`config.mk`:
```
export PLATFORM = sky130hd
export DESIGN_NAME = tape_punch
export DESIGN_NICKNAME = d
export VERILOG_FILES = /design/src/rtl/tape_punch.sv
export SDC_FILE = /design/constraint.sdc
export NUM_CORES = 1
export LEC_CHECK = 0
export ABC_AREA = 1
export CAP_MARGIN = 10
export CORE_UTILIZATION = 55
export CTS_CLUSTER_SIZE = 12
export DETAILED_ROUTE_END_ITERATION = 6
export DONT_BUFFER_PORTS = 1
export HOLD_SLACK_MARGIN = 0.1
export PLACE_DENSITY = 0.79
export SYNTH_ARGS = -nofsm -noshare
export SYNTH_HDL_FRONTEND = slang
export SYNTH_SLANG_ARGS = --single-unit
```
`constraint.sdc`:
```
create_clock -name clk -period 3.3 [get_ports clk]
set_input_delay 0.99 -clock clk [delete_from_list [all_inputs] [get_ports clk]]
set_output_delay 0.99 -clock clk [all_outputs]
set_load 0.01 [all_outputs]
```
`src/rtl/tape_punch.sv`:
```
// Paper tape punch model: 5-hole PL6 punch with motor spin-up, solenoid and
// advance timing from the 1 ms tick, plus a tape image FIFO for the host.
//
// Ports:
//   clk, rst          system clock, synchronous active-high reset
//   tick_ms           1 ms strobe from timer
//   PUNCH_CODE/REQ    code and level request from the computer
//   SW_TAPE_FEED      manual feed switch, punches blank frames
//   PUNCH_READY       a code can be accepted this clk
//   PUNCH_MOTOR       motor drive
//   PUNCH_SOL         solenoid drive, bit0 = hole 1
//   PL6_TAPE_RUN_SW   frame in progress (punch through advance)
//   tape_data/valid   oldest buffered frame, FIFO not empty
//   tape_pop          consume tape_data
//   tape_overflow     sticky frame-lost flag
//   tape_count        frames currently buffered
module tape_punch #(
    parameter int SPINUP_MS     = 50,
    parameter int SOLENOID_MS   = 10,
    parameter int CYCLE_MS      = 60,
    parameter int MOTOR_IDLE_MS = 1000,
    parameter int FIFO_DEPTH    = 16
) (
    input  logic                        clk,
    input  logic                        rst,
    input  logic                        tick_ms,
    input  logic [4:0]                  PUNCH_CODE,
    input  logic                        PUNCH_REQ,
    input  logic                        SW_TAPE_FEED,
    output logic                        PUNCH_READY,
    output logic                        PUNCH_MOTOR,
    output logic [4:0]                  PUNCH_SOL,
    output logic                        PL6_TAPE_RUN_SW,
    output logic [4:0]                  tape_data,
    output logic                        tape_valid,
    input  logic                        tape_pop,
    output logic                        tape_overflow,
    output logic [$clog2(FIFO_DEPTH):0] tape_count
);

    localparam int AW     = $clog2(FIFO_DEPTH);
    localparam int MAX_A  = (SPINUP_MS > CYCLE_MS) ? SPINUP_MS : CYCLE_MS;
    localparam int MAX_MS = (MAX_A > MOTOR_IDLE_MS) ? MAX_A : MOTOR_IDLE_MS;
    localparam int CW     = $clog2(MAX_MS + 1);

    typedef enum logic [2:0] {
        OFF,
        SPINUP,
        PUNCH,
        ADVANCE,
        RUN_IDLE
    } state_t;

    state_t          r_state;
    state_t          w_state_nxt;
    logic [CW-1:0]   r_ms;
    logic [4:0]      r_code;
    logic            w_accept;
    logic            w_push;

    logic [4:0]      r_mem [FIFO_DEPTH];
    logic [AW-1:0]   r_wp;
    logic [AW-1:0]   r_rp;
    logic [AW:0]     r_cnt;
    logic            w_full;
    logic            w_pop;
    logic            w_push_ok;

    function automatic logic expires(input logic [CW-1:0] ms, input int n);
        return tick_ms && (ms == CW'(n - 1));
    endfunction

    always_comb begin
        w_state_nxt     = r_state;
        w_accept        = 1'b0;
        w_push          = 1'b0;
        PUNCH_READY     = 1'b0;
        PUNCH_MOTOR     = 1'b1;
        PUNCH_SOL       = 5'd0;
        PL6_TAPE_RUN_SW = 1'b0;
        unique case (r_state)
            OFF: begin
                PUNCH_READY = 1'b1;
                PUNCH_MOTOR = 1'b0;
                w_accept    = PUNCH_REQ | SW_TAPE_FEED;
                if (w_accept)
                    w_state_nxt = SPINUP;
            end
            SPINUP: begin
                if (expires(r_ms, SPINUP_MS))
                    w_state_nxt = PUNCH;
            end
            PUNCH: begin
                PUNCH_SOL       = r_code;
                PL6_TAPE_RUN_SW = 1'b1;
                if (expires(r_ms, SOLENOID_MS)) begin
                    w_state_nxt = ADVANCE;
                    w_push      = 1'b1;
                end
            end
            ADVANCE: begin
                PL6_TAPE_RUN_SW = 1'b1;
                if (expires(r_ms, CYCLE_MS - SOLENOID_MS))
                    w_state_nxt = RUN_IDLE;
            end
            RUN_IDLE: begin
                PUNCH_READY = 1'b1;
                w_accept    = PUNCH_REQ | SW_TAPE_FEED;
                // a new request wins over motor run-on expiry
                if (w_accept)
                    w_state_nxt = PUNCH;
                else if (expires(r_ms, MOTOR_IDLE_MS))
                    w_state_nxt = OFF;
            end
            default: w_state_nxt = OFF;
        endcase
    end

    always_ff @(posedge clk) begin
        if (rst) begin
            r_state <= OFF;
            r_ms    <= '0;
            r_code  <= 5'd0;
        end else begin
            r_state <= w_state_nxt;
            // the counter restarts on every state entry, so a tick on the
            // transition clk never counts toward the new state
            if (w_state_nxt != r_state)
                r_ms <= '0;
            else if (tick_ms && r_state != OFF)
                r_ms <= r_ms + 1'b1;
            if (w_accept)
                r_code <= PUNCH_REQ ? PUNCH_CODE : 5'd0;
        end
    end

    assign w_full    = (r_cnt == (AW+1)'(FIFO_DEPTH));
    assign w_pop     = tape_pop && (r_cnt != '0);
    // a pop on the same clk frees the slot a full FIFO needs
    assign w_push_ok = w_push && (!w_full || w_pop);

    always_ff @(posedge clk) begin
        if (rst) begin
            r_wp          <= '0;
            r_rp          <= '0;
            r_cnt         <= '0;
            tape_overflow <= 1'b0;
        end else begin
            if (w_push_ok)
                r_wp <= r_wp + 1'b1;
            if (w_pop)
                r_rp <= r_rp + 1'b1;
            if (w_push_ok && !w_pop)
                r_cnt <= r_cnt + 1'b1;
            else if (!w_push_ok && w_pop)
                r_cnt <= r_cnt - 1'b1;
            if (w_push && !w_push_ok)
                tape_overflow <= 1'b1;
        end
    end

    always_ff @(posedge clk) begin
        if (w_push_ok)
            r_mem[r_wp] <= r_code;
    end

    assign tape_valid = (r_cnt != '0);
    assign tape_data  = tape_valid ? r_mem[r_rp] : 5'd0;
    assign tape_count = r_cnt;

endmodule
```
==> results.md <==
- Final period util: 0.948
- Hold buffers post-CTS: 0
- Dpl hpwl: 7360 µm
- Critical path class: register to output port
- Worst hold slack: 0.499 ns
- Die Height: 99.3 µm
- Fin. Hold Viols: 0
- Worst Path Arrival: 2.14 ns
- Run status: completed
- Root buffer cell: clkbuf_8
- Worst hold path type: register to register
- Fmax: 0.320 GHz
- Total routed wirelength: 11,000 µm
- Largest net degree at the start of global routing: 31
- Cells after synthesis: 542
- Reg2Reg Depth: 13
- Warning count from the yosys run: 0
- First-pass GRT wire length: 17,600 µm
- Synth Area in Compound Gates: 0.0848
- # port buffers: 0
- Crit-path slowest cell: dfxtp_2
- Die X: 99.3 µm
- Most frequent cells in the layout: nand2_1 (121), edfxtp_1 (80), nor2_1 (76)
- Max Root-Sink Buffers: 2
- Clk_skew: 0.0110 ns
- Final min period: 3.13 ns
- DR WL/cell: 16.2 µm
- Multi-input logic area: 0.00184 mm²
- Worst-path maximum fanout: 19
- Clock Pin Slew Worst Setup and Hold Paths: 0.06 ns
- CTS tree: done
- RSZ-0062 raised after global routing: no
- Synth cell types: 32
- Cells along the critical path: buf_4 > nand2_1 > nand3_1 > nand2_1 > a21oi_1 > o31ai_1 > a21oi_1
- Fin nets: 578
- Cell leakage power: 2.23 nW
- FF/Latch Area: 0.00312 mm²
- Initial drt markers: 211
- Initial core utilization: 0.567
- Cell family with most CP delay: compound AO/OA/AOI/OAI gates
- Via/cell ratio: 5.51
- Max Slew Vio Count: 0
- Slew HR: 0.536
- RR Endpoint: tape_count[4]$_SDFFE_PP0P_
- Row cnt: 35
- Most common cell after layout, fill and taps aside: nand2_1
- Gr ovfl total: 0
- Synth Cell Area: 0.00521 mm²
- Worst setup SP type: register
- Core footprint: 0.00920 mm²
- Synthesized Nets: 565
- Syn-to-layout area delta: 13.6%
- Hold_sp: r_rp[3]$_SDFFE_PP0N_
- Data required, critical path: 2.31 ns
- Mean post-synth cell area: 9.61 µm²
- Fillers: 711
- EDFF count, synth: 80
- Pwr dens: 728 mW/mm²
- Number of synthesized register bits: 116
- Setup TNS: 0 ns
- R2R Path Start: tape_count[1]$_SDFFE_PP0P_
- DRT Pass-1 Iters: 6
- Multiplexer share of the synthesized area: 0
- Stages on the worst setup path: 7
- Share of cells above drive strength 1: 0.102
- Antenna violations before repair: 0
- Synth async-reset ratio: 0
- Worst R2R Setup Slack: 0.65 ns
- IO Pins: 31
- CP endpoint kind: output port
- Register area share after synthesis: 0.599
- Clock sink total: 116
- Post-route ant nets: 0
- Endpoint, Worst Hold: r_rp[3]$_SDFFE_PP0N_
- XOR/XNOR share of the synthesized area: 0.0202
- CTS H-tree lvls: 4
- Finish-stage setup viols: 0
- Max Cap Viol: 0
- Adder-cell share of the synthesized area: 0.0303
- Pwr Total: 4.31 mW
- Slew @ Worst Pin: 0.694 ns
- Clk_lat worst skew: 0.52 ns
- Die ar.: 0.00987 mm²
- Vias: 3,739
- Synth Flop Type: edfxtp_1
- Cts bufs inserted: 17
- WP buf/inv: 1
- Synth Area in Simple Gates: 0.217
- Global Route Usage Sum: 0.239
- Diode count: 0
- Worst path max stage delay: 0.46 ns
- Residual DRC: 0
- Largest family of logic cells by synthesized area: simple AND/OR/NAND/NOR gates
- GPL Wtd Cong: 0.910
- Hold depth: 2
- Number of global-route vias before repair: 3,686
- Worst IR Drop VDD: 0.436 mV
==> repair_timing <==
action | 4_1_cts | 5_1_grt
setup endpoints to repair | 0 | 5
buffers inserted | 0 | 0
resized for setup | 0 | 1
==> report_power, final <==
| part | total (mW) | internal [mW] | switching [mW] |
|---|---|---|---|
| clock | 1.71 | 1.12 | 0.592 |
| combinational | 0.894 | 0.281 | 0.613 |
| sequential | 1.70 | 1.61 | 0.0911 |
| total | 4.31 | 3.01 | 1.30 |
==> kinds of logic after synthesis <==
| kind of cell | after synthesis |
|---|---|
| AO/OA/AOI/OAI | 82 |
| XOR/XNOR | 12 |
| adder cells (fa/ha/maj) | 12 |
| buffers and inverters | 63 |
| flip-flops | 116 |
| AND/OR/NAND/NOR | 257 |
==> cell usage after synthesis, drive strengths merged, types with 7 or more instances <==
library cell  instances  area share
nand2               127       0.098
nor3                  7      0.0067
dfxtp                36        0.14
edfxtp               80        0.46
buf                   7      0.0067
o31ai                10       0.014
nor2                 82       0.065
ha                   11       0.026
xor2                  8       0.013
nand3                33       0.037
a21oi                47       0.046
clkbuf               10      0.0072
o21ai                24       0.023
inv                  42       0.030
==> worst max path at each step <==
stage             start                         end  slack, ns
2_1_floorplan   tick_ms  tape_count[3]$_SDFFE_PP0P_       0.52
3_3_place_gp    tick_ms  tape_count[4]$_SDFFE_PP0P_       0.40
3_5_place_dp    tick_ms  tape_count[4]$_SDFFE_PP0P_       0.31
4_1_cts        register                tape_data[4]       0.03
5_1_grt        register                tape_data[1]       0.02
6_report       register                tape_data[4]       0.17
==> final cells by class <==
class | count | area share
Multi-Input combinational cell | 363 | 0.310
Clock buffer | 17 | 0.0700
Clock inverter | 14 | 0.0243
Timing Repair Buffer | 11 | 0.0140
Tap cell | 111 | 0.0235
Sequential cell | 116 | 0.528
Inverter | 46 | 0.0302
==> sequential cells by signal, summed over array words and instances, names as in the netlist, named ones only <==
register / flops
r_ms: 10
r_wp: 4
r_state: 3
r_mem: 80
tape_overflow: 1
r_rp: 4
r_code: 5
tape_count: 5
==> worst reg2reg max path, delay by kind of cell, from the launching register on <==
kind	cells	cell delay [ns]
buffers and inverters	2	0.29
adder cells (fa/ha/maj)	2	0.61
XOR/XNOR	1	0.17
AO/OA/AOI/OAI	2	0.29
AND/OR/NAND/NOR	6	0.83
flip-flops	1	0.39
==> layer usage <==
metal  up-vias  routed length [µm]  track usage
li1       1841                   -            -
met1      1752                4570        0.284
met2       132                5450        0.413
met3        14                 791       0.0717
met4         0                 140       0.0837
met5         -                   0            0
==> per-stage QoR <==
step	instances	utilization	cell area [µm²]	setup WS, ns
2_1_floorplan	542	-	5210	0.518
3_3_place_gp	647	0.583	5360	0.395
3_5_place_dp	647	0.583	5360	0.308
4_1_cts	678	0.644	5920	0.0272
5_1_grt	678	0.644	5920	0.0212
6_report	678	0.644	5920	0.172
(Power assumes the default switching activity.)
